**src/rtl/udm_uart_pkg.sv**
```systemverilog
// Shared types and constants for the UART debug-channel receive path.
package udm_uart_pkg;

    localparam int unsigned DATA_BITS   = 8;
    localparam int unsigned MIN_BIT_DIV = 8;
    localparam int unsigned DIV_W       = 32;
    localparam int unsigned BIT_CNT_W   = $clog2(DATA_BITS + 1);

    typedef enum logic [2:0] {
        IDLE,
        START,
        DATA,
        PARITY,
        STOP,
        BREAK
    } rx_state_t;

    // Keep the bit period at or above the minimum the half-bit sampling can handle.
    function automatic logic [DIV_W-1:0] clamp_div(input logic [DIV_W-1:0] div);
        return (div < DIV_W'(MIN_BIT_DIV)) ? DIV_W'(MIN_BIT_DIV) : div;
    endfunction

endpackage : udm_uart_pkg

```
**src/rtl/udm_uart_rx_fifo.sv**
```systemverilog
// Received-byte buffer: synchronous FIFO with registered head byte and valid flag.
// A push into a full FIFO is dropped and flagged, unless a pop happens in the same cycle.
module udm_uart_rx_fifo
    import udm_uart_pkg::*;
#(
    parameter int unsigned DEPTH = 4
) (
    input  logic                 clk,
    input  logic                 rst_n,
    input  logic                 push,
    input  logic [DATA_BITS-1:0] wdata,
    input  logic                 pop,
    output logic [DATA_BITS-1:0] rdata,
    output logic                 valid,
    output logic                 ovf
);

    localparam int unsigned AW = $clog2(DEPTH);
    localparam int unsigned PW = AW + 1;

    logic [DATA_BITS-1:0] mem [DEPTH];
    logic [PW-1:0]        wr_ptr;
    logic [PW-1:0]        rd_ptr;
    logic [PW-1:0]        wr_next;
    logic [PW-1:0]        rd_next;
    logic                 full_c;
    logic                 empty_c;
    logic                 push_ok;
    logic                 pop_ok;
    logic [DATA_BITS-1:0] rdata_d;

    assign empty_c = (wr_ptr == rd_ptr);
    assign full_c  = (wr_ptr[AW] != rd_ptr[AW]) && (wr_ptr[AW-1:0] == rd_ptr[AW-1:0]);

    // Accept/advance decisions and the head byte as it will look after this cycle.
    always_comb begin
        pop_ok  = pop && !empty_c;
        push_ok = push && (!full_c || pop_ok);
        wr_next = wr_ptr + PW'(push_ok);
        rd_next = rd_ptr + PW'(pop_ok);
        rdata_d = mem[rd_next[AW-1:0]];
        if (push_ok && (rd_next[AW-1:0] == wr_ptr[AW-1:0])) begin
            rdata_d = wdata;
        end
    end

    // Storage array write.
    always_ff @(posedge clk or negedge rst_n) begin
        if (!rst_n) begin
            for (int i = 0; i < int'(DEPTH); i++) begin
                mem[i] <= '0;
            end
        end else if (push_ok) begin
            mem[wr_ptr[AW-1:0]] <= wdata;
        end
    end

    // Pointers plus registered head byte, valid flag and overflow pulse.
    always_ff @(posedge clk or negedge rst_n) begin
        if (!rst_n) begin
            wr_ptr <= '0;
            rd_ptr <= '0;
            rdata  <= '0;
            valid  <= 1'b0;
            ovf    <= 1'b0;
        end else begin
            wr_ptr <= wr_next;
            rd_ptr <= rd_next;
            rdata  <= rdata_d;
            valid  <= (wr_next != rd_next);
            ovf    <= push && full_c && !pop_ok;
        end
    end

endmodule : udm_uart_rx_fifo

```
**src/rtl/udm_uart_rx.sv**
```systemverilog
// UART debug-channel receiver: rx synchroniser, bit-period divider, 8N1 deframer FSM
// and received-byte FIFO feeding the command decoder over valid/ready.
// Optional even parity bit after the data bits when UDM_UART_RX_PARITY_EN is defined.
module udm_uart_rx
    import udm_uart_pkg::*;
#(
    parameter int unsigned FIFO_DEPTH  = 4,
    parameter int unsigned SYNC_STAGES = 2
) (
    input  logic                 clk_i,
    input  logic                 arst_n_i,
    input  logic                 rx_i,
    input  logic [DIV_W-1:0]     bit_div_i,
    output logic [DATA_BITS-1:0] rdata_o,
    output logic                 rvalid_o,
    input  logic                 rready_i,
    output logic                 frame_err_o,
    output logic                 ovf_o,
    output logic                 busy_o
);

    rx_state_t              state_q, state_d;
    logic [SYNC_STAGES-1:0] sync_q;
    logic                   rx_s;
    logic [DIV_W-1:0]       div_q, div_d;
    logic [DIV_W-1:0]       cnt_q, cnt_d;
    logic [DIV_W-1:0]       half_c;
    logic [BIT_CNT_W-1:0]   bit_q, bit_d;
    logic [DATA_BITS-1:0]   sr_q, sr_d;
    logic                   par_err_q, par_err_d;
    logic                   frame_err_d;
    logic                   push_c;
    logic                   bit_end_c;

    // Metastability synchroniser; idle-high reset so no false start edge.
    always_ff @(posedge clk_i or negedge arst_n_i) begin
        if (!arst_n_i) begin
            sync_q <= '1;
        end else begin
            sync_q <= {sync_q[SYNC_STAGES-2:0], rx_i};
        end
    end

    assign rx_s      = sync_q[SYNC_STAGES-1];
    assign half_c    = div_q >> 1;
    assign bit_end_c = (cnt_q == div_q - DIV_W'(1));

    // FSM state and datapath registers.
    always_ff @(posedge clk_i or negedge arst_n_i) begin
        if (!arst_n_i) begin
            state_q     <= IDLE;
            div_q       <= DIV_W'(MIN_BIT_DIV);
            cnt_q       <= '0;
            bit_q       <= '0;
            sr_q        <= '0;
            par_err_q   <= 1'b0;
            frame_err_o <= 1'b0;
            busy_o      <= 1'b0;
        end else begin
            state_q     <= state_d;
            div_q       <= div_d;
            cnt_q       <= cnt_d;
            bit_q       <= bit_d;
            sr_q        <= sr_d;
            par_err_q   <= par_err_d;
            frame_err_o <= frame_err_d;
            busy_o      <= (state_d != IDLE);
        end
    end

    // Next-state logic: every sample is taken at the centre of its bit.
    always_comb begin
        state_d     = state_q;
        div_d       = div_q;
        cnt_d       = cnt_q + DIV_W'(1);
        bit_d       = bit_q;
        sr_d        = sr_q;
        par_err_d   = par_err_q;
        frame_err_d = 1'b0;
        push_c      = 1'b0;

        case (state_q)
            IDLE: begin
                cnt_d = '0;
                if (!rx_s) begin
                    state_d   = START;
                    div_d     = clamp_div(bit_div_i);
                    par_err_d = 1'b0;
                end
            end

            START: begin
                if (cnt_q == half_c - DIV_W'(1)) begin
                    cnt_d = '0;
                    bit_d = '0;
                    // A line that is high again at mid start bit was a glitch.
                    state_d = rx_s ? IDLE : DATA;
                end
            end

            DATA: begin
                if (bit_end_c) begin
                    cnt_d = '0;
                    sr_d  = {rx_s, sr_q[DATA_BITS-1:1]};
                    bit_d = bit_q + BIT_CNT_W'(1);
                    if (bit_q == BIT_CNT_W'(DATA_BITS - 1)) begin
`ifdef UDM_UART_RX_PARITY_EN
                        state_d = PARITY;
`else
                        state_d = STOP;
`endif
                    end
                end
            end

`ifdef UDM_UART_RX_PARITY_EN
            PARITY: begin
                if (bit_end_c) begin
                    cnt_d     = '0;
                    par_err_d = rx_s ^ (^sr_q);
                    state_d   = STOP;
                end
            end
`endif

            STOP: begin
                if (bit_end_c) begin
                    cnt_d = '0;
                    if (!rx_s) begin
                        frame_err_d = 1'b1;
                        state_d     = BREAK;
                    end else if (par_err_q) begin
                        frame_err_d = 1'b1;
                        state_d     = IDLE;
                    end else begin
                        push_c  = 1'b1;
                        state_d = IDLE;
                    end
                end
            end

            BREAK: begin
                // Held-low line: wait for idle without repeating the error.
                cnt_d = '0;
                if (rx_s) begin
                    state_d = IDLE;
                end
            end

            default: begin
                cnt_d   = '0;
                state_d = IDLE;
            end
        endcase
    end

    udm_uart_rx_fifo #(
        .DEPTH (FIFO_DEPTH)
    ) u_fifo (
        .clk   (clk_i),
        .rst_n (arst_n_i),
        .push  (push_c),
        .wdata (sr_q),
        .pop   (rready_i),
        .rdata (rdata_o),
        .valid (rvalid_o),
        .ovf   (ovf_o)
    );

endmodule : udm_uart_rx

```
**config.mk**
```make
export PLATFORM = sky130hd
export DESIGN_NAME = udm_uart_rx
export DESIGN_NICKNAME = d
export VERILOG_FILES = /design/src/rtl/udm_uart_pkg.sv /design/src/rtl/udm_uart_rx_fifo.sv /design/src/rtl/udm_uart_rx.sv
export SDC_FILE = /design/constraint.sdc
export NUM_CORES = 1
export LEC_CHECK = 0
export CORE_MARGIN = 3
export CORE_UTILIZATION = 60
export CTS_CLUSTER_DIAMETER = 150
export CTS_CLUSTER_SIZE = 28
export DETAILED_ROUTE_END_ITERATION = 10
export GPL_TIMING_DRIVEN = 1
export PLACE_DENSITY = 0.84
export SLEW_MARGIN = 20
export SYNTH_ARGS = -nofsm -noshare
export SYNTH_HDL_FRONTEND = slang
export SYNTH_HIERARCHICAL = 1
export SYNTH_SLANG_ARGS = --single-unit
export TNS_END_PERCENT = 20
```
**constraint.sdc**
```tcl
create_clock -name clk_i -period 12.6 [get_ports clk_i]
set_input_delay 1.89 -clock clk_i [delete_from_list [all_inputs] [get_ports clk_i]]
set_output_delay 1.89 -clock clk_i [all_outputs]
set_load 0.02 [all_outputs]
```
; ---- After elaboration in Yosys (flattened, before gate mapping)
; Index checks and enable logic that the tools add are counted.
; Widths: inputs -> output; s select.
[word_totals]
out_inout_bits = 12
inputBits = 36
reg_bits = 131
wordCells = 91
[classes]
n_mux = 29
order_cmp = 4
bitwise_logic = 3
eq_ne = 14
addsub = 6
n_reduce_logical = 18
[op_table]
columns = cell, n
row1 = $mux 32, 3
row2 = $eq 32x32->1, 2
row3 = $pmux 32 s2, 1
row4 = $add 32x1->32 const B, 1
row5 = $bwmux 32, 1
row6 = $lt 32x4->1 const B, 1
row7 = $mux 8, 4
row8 = $sub 31x1->32 const B, 1
row9 = $sub 32x1->32 const B, 1
row10 = $mux 3, 7
row11 = $bmux 8 s2, 1
row12 = $demux 8 s2, 1
row13 = $pmux 3 s5, 1
row14 = $mux 4, 2
row15 = $pmux 4 s2, 1
row16 = $logic_and 1x1->1, 7
row17 = $add 3x1->3, 2
row18 = $eq 3x3->1 const B, 2
row19 = $ge 3x3->1 const B, 2
row20 = $mux 1, 6
row21 = $not 2->3, 2
row22 = $add 4x1->4 const B, 1
row23 = $eq 2x2->1, 2
row24 = $eq 4x3->1 const B, 1
row25 = 17 further kinds, 21

; ---- Depth between registers and ports, before layout
; Gate-level depths: netlist of run 1.
[depth]
depth_word = 9
mapped_depth = 19
ltp_nobuf = 16

; ---- By module
; The synthesis of run 1 kept the hierarchy.
[modules_own_cells]
columns = module, instances, area_each_um2, cells_per_inst, seq_area_each_um2
row1 = udm_uart_rx, 1, 5861.9, 705, 2080.7
row2 = udm_uart_rx_fifo, 1, 2104.5, 128, 1201.2

; ---- Least setup slack after synthesis of run 1
; OpenSTA, ideal clock, no wires.
[synth_path]
path_kind = register -> register
startpoint = reg div_q[2]
endpoint = reg u_fifo.valid
setup_ps = 131
period_less_slack_ps = 4197
n_path_buf = 3
t_arrival_ps = 4065
path_stages_with_launch = 20
path_slack_ps = 8403
required_ps = 12469
cell_sequence = dfrtp_1 clkbuf_1 inv_1 ha_1 buf_2 nor4b_4 nand4_1 or4_1 o31ai_1 nand4_1 nor4_1 buf_2 and3_1 o41ai_4 inv_1 ha_1 ha_1 xor2_1 xor2_1 or3_1
[synth_via]
elab_chain_cells = 7
[synth_lines]
columns = item, line_no
row1 = "start, declared", udm_uart_rx.sv:25  ; logic [DIV_W-1:0] div_q, div_d;
row2 = "start signal, assigned", udm_uart_rx.sv:52  ; div_q <= DIV_W'(MIN_BIT_DIV);
row3 = "start signal, assigned", udm_uart_rx.sv:61  ; div_q <= div_d;
row4 = $sub 32x1->32, udm_uart_rx.sv:46  ; assign bit_end_c = (cnt_q == div_q - DIV_W'(1));
row5 = $eq 32x32->1, udm_uart_rx.sv:46
row6 = $mux 1, udm_uart_rx.sv:127  ; if (bit_end_c) begin
row7 = $mux 1, udm_uart_rx.sv:82  ; case (state_q)
row8 = named net push_c, udm_uart_rx.sv:32  ; logic push_c;
row9 = $logic_and 1x1->1, udm_uart_rx_fifo.sv:38  ; push_ok = push && (!full_c || pop_ok);
row10 = $add 3x1->3, udm_uart_rx_fifo.sv:39  ; wr_next = wr_ptr + PW'(push_ok);
row11 = named net u_fifo.wr_next[2], udm_uart_rx_fifo.sv:24  ; logic [PW-1:0] wr_next;
row12 = $ne 3x3->1, udm_uart_rx_fifo.sv:70  ; valid <= (wr_next != rd_next);
row13 = "end signal, assigned", udm_uart_rx_fifo.sv:70
row14 = "end, declared", udm_uart_rx_fifo.sv:14  ; output logic valid,
; The timed path passes the listed nets, and every way through them passes these cells.
; A chain may end at the register's enable or synchronous reset.

; ---- Worst setup path after layout of run 1
; Ends and elaborated chain as after synthesis.

==> summary.md, run 1 <==
| Metric | Value |
|---|---|
| Status | `complete, no violations` |
| # hold bufs at CTS | `0` |
| Met1 wire length | `8.65 mm` |
| Total track usage | `29.3%` |
| Ys flop type | `dfrtp_1` |
| Die W | `121 um` |
| Core footprint | `0.0128 mm^2` |
| Tmin final | `5.24 ns` |
| Tcrit/Tclk final | `41.6%` |
| CTS tree | `built` |
| Critical path destination | `u_fifo/valid$_DFF_PN0_` |
| DRC Markers | `0` |
| Worst IR Drop VDD | `0.153 mV` |
| Overflow after GRT | `0` |
| Max_cap viols | `0` |
| Fin. Hold Viols | `0` |
| Largest cells by area after synthesis | `dfrtp_1 40%, xnor2_1 7.7%, mux2_2 6.6%` |
| Filler Cell Count | `935` |
| R2r setup slk | `7.36 ns` |
| Layout area overhead | `13.3%` |
| Critical Path RT | `12.89 ns` |
| Yosys top cell area share | `40.2%` |
| Worst-Skew Late Latency | `0.42 ns` |
| I/O Buffers | `47` |
| Highest Signal Layer | `met4` |
| Mean post-synth cell area | `9.56 um^2` |
| I/O Pins | `48` |
| Via density | `6.21` |
| Final ANT Viol Nets | `0` |
| Met2 WL post-DR | `10.3 mm` |
| # diodes | `0` |
| Hold Slack | `0.361 ns` |
| Vias in the first global route | `6321` |
| DR iter-0 viols | `548` |
| FMAX | `0.191 GHz` |
| Final worst slack | `7.36 ns` |
| CTS-repair resized insts | `0` |
| Register area share after synthesis | `41.2%` |
| Crit. End Element | `register` |
| Final WL | `20.7 mm` |
| Most common cell in the netlist | `dfrtp_1` |
| Worst Setup Start Kind | `register` |
| Root Buffer | `clkbuf_16` |
| Layout Skew | `0.0118 ns` |
| Synth Register Bits | `131` |
| Worst Tran Pin Value | `0.988 ns` |
| Slew Limit Fails | `0` |
| WL met3 | `1.17 mm` |
| Post-synthesis cell area | `0.00797 mm^2` |
| Crit Path Max Fanout | `11` |
| Initial antenna violation count | `0` |
| Synth cell count leaders | `128 x dfrtp_1, 115 x nand2_1, 71 x nor2_1` |
| Synth Instances | `833` |
| Post-synth ARST share | `100%` |
| Setup CP Type | `reg -> reg` |
| Number of synthesized flops with an enable pin | `0` |
| H-tree levels | `4` |
| Hold WC Path Type | `reg -> reg` |
| Routability cong. | `0.949` |
| Power per cell area | `122 mW/mm^2` |
| Syn_nets | `877` |
| Setup bufs post-CTS | `0` |
| Critical Path Start | `div_q[2]$_DFFE_PN0P_` |
| WL/cell | `20.1 um` |
| Unique masters post-synth | `66` |
| Final Core Density | `70.4%` |
| Pre-antenna DRT Iters | `5` |
| Synthesis Warnings | `6` |
| Sinks on Clock Net | `131` |
| Clk buf depth | `2` |
| NumNets Final | `889` |
| Pin count of the biggest net entering global routing | `84` |
| First-pass GRT wire length | `33.2 mm` |
| RSZ-0062 raised after global routing | `no` |
| Leak | `3.87 nW` |
| FF-to-FF path depth | `17` |
| FP Rows | `41` |
| Setup TNS | `0 ns` |
| R2r startpoint | `div_q[2]$_DFFE_PN0P_` |
| Setup Viol. Count Final | `0` |
| Vias | `6399` |
| Cts bufs inserted | `17` |
| Worst r2r dst | `u_fifo/valid$_DFF_PN0_` |
| Die height | `121 um` |
| Layout cells sized above 1 | `13.3%` |
| Die ar. | `0.0147 mm^2` |
| Cell accounting for the most synthesized area | `dfrtp_1` |
| CP arrival | `5.54 ns` |
| Post-detail-place hpwl | `14.5 mm` |
| Initial Util | `62.1%` |
| Pre-CTS setup slack | `7.54 ns` |
| Rel. slew slack | `34.2%` |
| Clock slew at reported path FFs | `0.06 ns` |
==> sequential cells by signal, summed over array words and instances (netlist names), 2 cells and up <==
register	cells
bit_q	4
cnt_q	32
div_q	32
sr_q	8
state_q	3
sync_q	2
u_fifo/mem	32
u_fifo/rd_ptr	3
u_fifo/rdata	8
u_fifo/wr_ptr	3
==> layer usage <==
layer  vias up  global-route usage, %
li1       2919                      -
met1      3184                   38.2
met2       238                   47.8
met5         -                      0
met4         0                   11.5
met3        58                   6.76
==> cells by family after synthesis <==
logic type / Yosys count / share of synthesized area, %
buffers and inverters: 76 / 4.29
XOR/XNOR: 126 / 13.9
AO/OA/AOI/OAI: 78 / 6.90
adder cells (fa/ha/maj): 8 / 1.26
flip-flops: 131 / 41.2
multiplexers: 55 / 8.91
AND/OR/NAND/NOR: 359 / 23.6
==> stage by stage <==
stage / area [um^2] / power, mW / cells
detailed placement: 8420 / 0.596 / 998
floorplan: 7970 / 0.550 / 833
global placement: 8420 / 0.591 / 998
CTS: 9020 / 1.11 / 1030
global route: 9020 / 1.14 / 1030
finish: 9020 / 1.10 / 1030
==> critical path, cell delays in order, from the launching register on <==
cell      delay [ns]
dfrtp_1         0.47
inv_1           0.11
ha_1            0.41
nor4b_4         0.46
nand4_1         0.40
or4_1           0.61
a211oi_1        0.40
nand4_1         0.19
nor4_1          0.24
buf_4           0.24
and3_1          0.24
o41ai_4         0.14
inv_1           0.10
ha_1            0.17
ha_1            0.19
xor2_1          0.24
xor2_1          0.10
or3_1           0.38
==> area by class of cell <==
type	count	area, um^2	share of cell area [%]
well taps	172	215	2.38
clock buffers	24	482	5.34
flip-flops and latches	131	3280	36.4
repair buffers	52	505	5.60
multi-input cells	626	4350	48.2
clock inverters	8	126	1.40
inverters	17	63.8	0.707
==> cell usage in the layout (no fill, tap or decap), drive strengths merged, types with 3 or more instances in the layout <==
| cell type | Yosys | layout |
|---|---|---|
| nand4 | 17 | 17 |
| nand2 | 115 | 115 |
| mux2 | 47 | 47 |
| a21boi | 3 | 3 |
| o21a | 3 | 3 |
| xor2 | 56 | 56 |
| mux4 | 8 | 8 |
| clkbuf | 39 | 24 |
| a21oi | 11 | 11 |
| xnor2 | 70 | 70 |
| clkdlybuf4s50 | 0 | 46 |
| o21ai | 20 | 20 |
| nor2b | 7 | 7 |
| dfstp | 3 | 3 |
| or2 | 6 | 6 |
| nor3 | 19 | 19 |
| o211ai | 10 | 10 |
| nand4b | 3 | 3 |
| clkinv | 0 | 4 |
| nor4 | 24 | 24 |
| or3 | 15 | 15 |
| nand2b | 8 | 8 |
| buf | 20 | 6 |
| nor4b | 5 | 5 |
| nand3b | 4 | 4 |
| and3 | 15 | 15 |
| inv | 17 | 18 |
| bufinv | 0 | 3 |
| o31ai | 3 | 3 |
| ha | 8 | 8 |
| and4 | 5 | 5 |
| dfrtp | 128 | 128 |
| nor2 | 72 | 72 |
| nand3 | 26 | 26 |
| a22oi | 6 | 6 |
| or4 | 12 | 12 |
| a211oi | 3 | 3 |
==> worst min path at each step <==
| stage | start | to | cells after the start |
|---|---|---|---|
| final | sync_q[0]$_DFF_PN1_ | sync_q[1]$_DFF_PN1_ | 0 |
| after global routing | sync_q[0]$_DFF_PN1_ | sync_q[1]$_DFF_PN1_ | 0 |
| after CTS | sync_q[0]$_DFF_PN1_ | sync_q[1]$_DFF_PN1_ | 0 |
| after detailed placement | sync_q[0]$_DFF_PN1_ | sync_q[1]$_DFF_PN1_ | 0 |
| after global placement | sync_q[0]$_DFF_PN1_ | sync_q[1]$_DFF_PN1_ | 0 |
| after floorplan | sync_q[0]$_DFF_PN1_ | sync_q[1]$_DFF_PN1_ | 0 |
==> power by group <==
group | internal (mW) | switching [mW] | leakage [nW]
Sequential | 0.433 | 0.0199 | 1.72
Clock | 0.328 | 0.184 | 0.299
Combinational | 0.0598 | 0.0796 | 1.86
Note: power is estimated with default switching activity, not from simulation.
==> inputs of run 2 (changes only) <==
--- a/config.mk
+++ b/config.mk
@@ -6,12 +6,12 @@
 export NUM_CORES = 1
 export LEC_CHECK = 0
 export CORE_MARGIN = 3
-export CORE_UTILIZATION = 60
+export CORE_UTILIZATION = 55
 export CTS_CLUSTER_DIAMETER = 150
 export CTS_CLUSTER_SIZE = 28
 export DETAILED_ROUTE_END_ITERATION = 10
 export GPL_TIMING_DRIVEN = 1
-export PLACE_DENSITY = 0.84
+export PLACE_DENSITY = 0.82
 export SLEW_MARGIN = 20
 export SYNTH_ARGS = -nofsm -noshare
 export SYNTH_HDL_FRONTEND = slang
==> constraint.sdc (replaced) <==
create_clock -name clk_i -period 4.75 [get_ports clk_i]
set_input_delay 0.7125 -clock clk_i [delete_from_list [all_inputs] [get_ports clk_i]]
set_output_delay 0.7125 -clock clk_i [all_outputs]
set_load 0.02 [all_outputs]
==> summary.md, run 2 (same netlist as run 1, synthesis figures left out) <==
| Metric | Value |
|---|---|
| Status | `complete, no violations` |
| # diodes | `0 (unchanged)` |
| Die height | `126 um (+4.2%)` |
| Worst-Skew Late Latency | `0.43 ns (about the same)` |
| Most common cell after layout, fill and taps aside | `dfrtp_1` |
| Most frequent cells in the layout | `128 x dfrtp_1, 115 x nand2_1, 71 x nor2_1` |
| Clock slew at reported path FFs | `0.06 ns (about the same)` |
| Sw frac | `28.7% (+3.0 points)` |
| Int Power | `2.07 mW (+150%)` |
| Comb pwr share | `12.6% (about the same)` |
| Hold Slack | `0.351 ns (-0.00928 ns)` |
| Worst Tran Pin Value | `0.886 ns (-0.102 ns)` |
| Cts bufs inserted | `17 (unchanged)` |
| Filler Cell Count | `1040 (+11%)` |
| CTS tree | `built` |
| FMAX | `0.227 GHz (+19%)` |
| Fin. Hold Viols | `0 (unchanged)` |
| Worst Setup Start Kind | `register` |
| Crit Path Max Fanout | `9 (-2)` |
| Final Total Pwr | `2.89 mW (+160%)` |
| Crit. End Element | `register` |
| Core footprint | `0.0140 mm^2 (+9.5%)` |
| Routability cong. | `0.966 (+1.8%)` |
| Initial Util | `56.7% (-5.4 points)` |
| Top Registers | `cnt_q x32, div_q x32, u_fifo/mem x32` |
| Total net switching power | `0.830 mW (+190%)` |
| Layout area overhead | `14.9%` |
| DR iter-0 viols | `450 (-18%)` |
| Critical Path RT | `5.05 ns (-7.84 ns)` |
| Vias | `6302 (-1.5%)` |
| First-pass GRT wire length | `32.3 mm (-2.7%)` |
| Vias in the first global route | `6244 (-1.2%)` |
| Die ar. | `0.0160 mm^2 (+8.6%)` |
| R2r setup slk | `0.35 ns (-7.01 ns)` |
| Via density | `6.00 (-3.5%)` |
| Leak | `3.94 nW (+1.7%)` |
| Total track usage | `25.4% (-3.9 points)` |
| Pre-antenna DRT Iters | `6 (+1)` |
| FP Rows | `43 (+4.9%)` |
| Post-detail-place hpwl | `13.9 mm (-3.9%)` |
| Final ANT Viol Nets | `0 (unchanged)` |
| CP arrival | `4.70 ns (-0.84 ns)` |
| Rel. slew slack | `40.9% (+6.8 points)` |
| Die W | `126 um (+4.2%)` |
| Power per cell area | `316 mW/mm^2 (+160%)` |
| Overflow after GRT | `0 (unchanged)` |
| I/O Buffers | `47 (unchanged)` |
| Max_cap viols | `0 (unchanged)` |
| Setup Viol. Count Final | `0 (unchanged)` |
| Final Core Density | `65.2% (-5.2 points)` |
| H-tree levels | `4 (unchanged)` |
| Placed Area | `0.00850 mm^2 (+0.97%)` |
| DRC Markers | `0 (unchanged)` |
| NumNets Final | `902 (+1.5%)` |
| Sequential share of power | `41.4% (+0.4 points)` |
| Tcrit/Tclk final | `92.6% (+51 points)` |
| FF-to-FF path depth | `14 (-3)` |
| Layout cells sized above 1 | `15.2% (+1.9 points)` |
| Post-Place Cells | `1015 (+1.7%)` |
| Hold WC Path Type | `in -> async` |
| Final WL | `19.7 mm (-4.9%)` |
| Clk buf depth | `2 (unchanged)` |
| Root Buffer | `clkbuf_16` |
| # hold bufs at CTS | `0 (unchanged)` |
| WL/cell | `18.7 um (-6.8%)` |
| Worst IR Drop VDD | `0.242 mV (+58%)` |
| Clock Power Share | `46.0% (-0.3 points)` |
| I/O Pins | `48 (unchanged)` |
| Sinks on Clock Net | `131 (unchanged)` |
| Design area | `0.00915 mm^2 (+1.4%)` |
| Final cell count without fillers | `1051 (+2.0%)` |
| Critical path destination | `u_fifo/valid$_DFF_PN0_` |
| R2r startpoint | `div_q[15]$_DFFE_PN0P_` |
| Tmin final | `4.40 ns (-0.844 ns)` |
| Setup CP Type | `reg -> reg` |
| Slew Limit Fails | `0 (unchanged)` |
| Critical Path Start | `div_q[15]$_DFFE_PN0P_` |
| Initial antenna violation count | `0 (unchanged)` |
| Layout Skew | `0.00604 ns (-0.00571 ns)` |
| Worst r2r dst | `u_fifo/valid$_DFF_PN0_` |
| Pin count of the biggest net entering global routing | `99 (+18%)` |
## run 2: cell types whose count changed in the layout (fill, tap and decap cells not counted)
cell        change
buf_4          +12
clkbuf_1        -4
clkinv_8        +4
inv_8           +4
clkbuf_8        -3
bufinv_16       -2
clkinv_2        -2
inv_6           +2
buf_6           +1
clkinvlp_4      +1
nor4_1          -1
nor4_2          +1
## run 2: what timing repair did
item                                    4_1_cts  5_1_grt
buffers inserted                              0        4
endpoints found under the setup margin        0        1
gates resized for setup                       0        1
## run 2: critical path: stages, from the launching register on
cell,delay [ns]
dfrtp_1,0.53
nor4_1,0.64
nand4_1,0.33
or4_1,0.57
a21boi_0,0.19
o21ai_0,0.14
nor4_2,0.36
and3_1,0.30
o41ai_4,0.15
inv_1,0.08
ha_1,0.14
ha_1,0.15
xor2_1,0.21
xor2_1,0.09
or3_1,0.38
## run 2: cell type report
type                    count  area [um^2]  area share [%]
multi-input cells         626         4360            47.6
clock inverters            15          191            2.09
repair buffers             65          607            6.63
flip-flops and latches    131         3280            35.9
clock buffers              17          425            4.65
well taps                 180          225            2.46
inverters                  17         63.8           0.697
## run 2: how the worst min path moves through the flow
| stage | start | end | slack, ns | cells past startpoint |
|---|---|---|---|---|
| final | arst_n_i | div_q[2]$_DFFE_PN0P_ | 0.35 | 1 |
| after global routing | sync_q[0]$_DFF_PN1_ | sync_q[1]$_DFF_PN1_ | 0.37 | 0 |
| after CTS | sync_q[0]$_DFF_PN1_ | sync_q[1]$_DFF_PN1_ | 0.36 | 0 |
| after detailed placement | sync_q[0]$_DFF_PN1_ | sync_q[1]$_DFF_PN1_ | 0.35 | 0 |
| after global placement | sync_q[0]$_DFF_PN1_ | sync_q[1]$_DFF_PN1_ | 0.35 | 0 |
| after floorplan | sync_q[0]$_DFF_PN1_ | sync_q[1]$_DFF_PN1_ | 0.35 | 0 |
## run 2: power by group through the flow
stage	Combinational [mW]	Sequential, mW	Clock [mW]
after floorplan	0.269	1.19	0
after global placement	0.358	1.22	0
after detailed placement	0.362	1.22	0
after CTS	0.365	1.20	1.35
after global routing	0.399	1.20	1.40
final	0.364	1.20	1.33
## run 2: metal layers
metal  vias to the layer above  GRT usage, %  routed length, um  share of wire [%]
met4                         0          12.7                831                4.2
met3                        64          6.44               1280                6.5
met5                         -             0                  0                  0
met2                       228          38.8               9040                 46
met1                      3067          33.9               8560                 43
li1                       2943             -                  -                  -
## run 2: metrics by stage
stage | TNS [ns] | setup slack (ns)
after floorplan | 0 | 0.553
after global placement | 0 | 0.327
after detailed placement | 0 | 0.180
after CTS | 0 | 0.134
after global routing | -0.0102 | -0.0102
final | 0 | 0.352
==> inputs of run 3 (changes only) <==
--- a/config.mk
+++ b/config.mk
@@ -11,7 +11,7 @@
 export CTS_CLUSTER_SIZE = 28
 export DETAILED_ROUTE_END_ITERATION = 10
 export GPL_TIMING_DRIVEN = 1
-export PLACE_DENSITY = 0.82
+export PLACE_DENSITY_LB_ADDON = 0.3
 export SLEW_MARGIN = 20
 export SYNTH_ARGS = -nofsm -noshare
 export SYNTH_HDL_FRONTEND = slang
==> summary.md, run 3 (same netlist as run 1, synthesis figures left out) <==
| Metric | Value |
|---|---|
| Overflow after GRT | `0 (unchanged)` |
| Core footprint | `0.0140 mm^2 (unchanged)` |
| Final cell count without fillers | `1051 (unchanged)` |
| GR met1 Demand/Resource | `34.3% (+0.44 points)` |
| Most frequent cells in the layout | `128 x dfrtp_1, 115 x nand2_1, 71 x nor2_1` |
| Crit Path Max Fanout | `11 (+2)` |
| Worst Tran Pin Value | `0.957 ns (+0.0713 ns)` |
| Initial Util | `56.7% (unchanged)` |
| H-tree levels | `4 (unchanged)` |
| Initial antenna violation count | `0 (unchanged)` |
| Worst Setup Start Kind | `register` |
| Slowest cell on crit path | `dfrtp_1` |
| Clock slew at reported path FFs | `0.06 ns (about the same)` |
| Sequential share of power | `41.3% (about the same)` |
| Layout Skew | `0.00776 ns (+0.00172 ns)` |
| Hold path depth | `0` |
| Post-Place Cells | `1017 (+0.20%)` |
| CTS tree | `built` |
| # diodes | `0 (unchanged)` |
| DR iter-0 viols | `443 (-1.6%)` |
| FP Rows | `43 (unchanged)` |
| Worst-Skew Late Latency | `0.42 ns (about the same)` |
| Die W | `126 um (unchanged)` |
| WL/cell | `19.6 um (+4.3%)` |
| Worst r2r dst | `u_fifo/valid$_DFF_PN0_` |
| Via density | `6.00 (about the same)` |
| Most common cell after layout, fill and taps aside | `dfrtp_1` |
| First-pass GRT wire length | `33.1 mm (+2.4%)` |
| Cells along the critical path | `inv_1 > ha_1 > nor2b_2 > nand4_1 > buf_4 > or3_1 > a22oi_1 > nand4_1 > nor4_1 > buf_4 > and3_1 > o41ai_4 > inv_1 > ha_1 > ha_1 > xor2_1 > xor2_1 > or3_1` |
| Max_cap viols | `0 (unchanged)` |
| Worst path max stage delay | `0.46 ns (-0.18 ns)` |
| DRC Markers | `0 (unchanged)` |
| Pin count of the biggest net entering global routing | `75 (-24%)` |
| CP most frequent cell | `ha_1` |
| Worst Hold Path EP | `sync_q[1]$_DFF_PN1_` |
| Met2 Use GR | `43.2% (+4.4 points)` |
| Tmin final | `4.45 ns (+0.0525 ns)` |
| Comb pwr share | `12.9% (+0.3 points)` |
| Slew Limit Fails | `0 (unchanged)` |
| # hold bufs at CTS | `0 (unchanged)` |
| Power per cell area | `318 mW/mm^2 (+0.40%)` |
| I/O Pins | `48 (unchanged)` |
| Int Power | `2.14 mW (+3.6%)` |
| FF-to-FF path depth | `18 (+4)` |
| Critical Path RT | `5.05 ns (about the same)` |
| Clk buf depth | `2 (unchanged)` |
| FMAX | `0.225 GHz (-1.2%)` |
| Setup Viol. Count Final | `0 (unchanged)` |
| R2r startpoint | `div_q[0]$_DFFE_PN0P_` |
| Clock Power Share | `45.7% (-0.3 points)` |
| Final WL | `20.6 mm (+4.3%)` |
| Status | `complete, no violations` |
| Busiest grt layer | `met2` |
| Layout area overhead | `14.8% (about the same)` |
| Total net switching power | `0.766 mW (-7.7%)` |
| Tcrit/Tclk final | `93.7% (+1.1 points)` |
| Die height | `126 um (unchanged)` |
| Vias | `6301 (-0.016%)` |
| Total track usage | `26.2% (+0.83 points)` |
| Min-delay src | `sync_q[0]$_DFF_PN1_` |
| Final Total Pwr | `2.90 mW (+0.32%)` |
| Vias in the first global route | `6354 (+1.8%)` |
| Top Registers | `cnt_q x32, div_q x32, u_fifo/mem x32` |
| Hold Slack | `0.359 ns (+0.00788 ns)` |
| Sinks on Clock Net | `131 (unchanged)` |
| Setup CP Type | `reg -> reg` |
| Layout cells sized above 1 | `15.2% (unchanged)` |
| Hold WC Path Type | `reg -> reg` |
| NumNets Final | `902 (unchanged)` |
| Post-detail-place hpwl | `15.0 mm (+7.8%)` |
| Fin. Hold Viols | `0 (unchanged)` |
| Crit. End Element | `register` |
| Die ar. | `0.0160 mm^2 (unchanged)` |
| Sw frac | `26.4% (-2.3 points)` |
| R2r setup slk | `0.30 ns (-0.05 ns)` |
| Worst IR Drop VDD | `0.454 mV (+87%)` |
| I/O Buffers | `47 (unchanged)` |
| Cts bufs inserted | `17 (unchanged)` |
| Routability cong. | `0.973 (+0.76%)` |
| Leak | `3.93 nW (-0.26%)` |
| Rel. slew slack | `36.2% (-4.8 points)` |
| Root Buffer | `clkbuf_16` |
| Final ANT Viol Nets | `0 (unchanged)` |
| Pre-antenna DRT Iters | `7 (+1)` |
| Met3 usage | `6.40% (-0.042 points)` |
| CP arrival | `4.75 ns (+0.05 ns)` |
## run 3: power groups by stage
stage	Combinational (mW)	Clock [mW]	Sequential (mW)
after floorplan	0.269	0	1.19
after global placement	0.357	0	1.22
after detailed placement	0.369	0	1.22
after CTS	0.376	1.35	1.20
after global routing	0.406	1.40	1.20
final	0.375	1.33	1.20
## run 3: stage by stage
stage | setup slack (ns) | setup TNS, ns | util (%) | cell area (um^2)
global route | -0.00144 | -0.00144 | 65.1 | 9140
global placement | 0.416 | 0 | 60.6 | 8510
detailed placement | 0.213 | 0 | 60.6 | 8510
floorplan | 0.553 | 0 | - | 7970
finish | 0.300 | 0 | 65.1 | 9140
CTS | 0.170 | 0 | 64.8 | 9110
## run 3: cell type report
class,instances,area [um^2]
multi-input cells,626,4370
fillers,1090,4900
well taps,180,225
clock inverters,12,161
clock buffers,20,437
inverters,17,63.8
flip-flops and latches,131,3280
repair buffers,65,603
## run 3: metal layers
layer	share of wire, %	vias up
li1	-	2946
met1	43	3147
met2	49	169
met3	5.0	39
met4	2.4	0
met5	0	-
## run 3: worst max-delay path by stage
stage	slack (ns)	depth (start not counted)	endpoint	start
after global routing	-0.001	18	u_fifo/valid$_DFF_PN0_	div_q[2]$_DFFE_PN0P_
after floorplan	0.55	19	u_fifo/valid$_DFF_PN0_	div_q[2]$_DFFE_PN0P_
final	0.30	18	u_fifo/valid$_DFF_PN0_	div_q[0]$_DFFE_PN0P_
after global placement	0.42	15	u_fifo/valid$_DFF_PN0_	div_q[14]$_DFFE_PN0P_
after CTS	0.17	17	u_fifo/valid$_DFF_PN0_	div_q[2]$_DFFE_PN0P_
after detailed placement	0.21	17	u_fifo/valid$_DFF_PN0_	div_q[2]$_DFFE_PN0P_
## run 3: critical path: cells and delay by family (launching register included)
family,cells,cell delay (ns)
adder cells (fa/ha/maj),3,0.56
flip-flops,1,0.46
XOR/XNOR,2,0.32
AO/OA/AOI/OAI,2,0.39
buffers and inverters,4,0.73
AND/OR/NAND/NOR,7,1.87
## run 3: repair_timing
item                       4_1_cts  5_1_grt
buffers inserted                 0        2
setup endpoints to repair        0        1
gates resized for setup          0        4
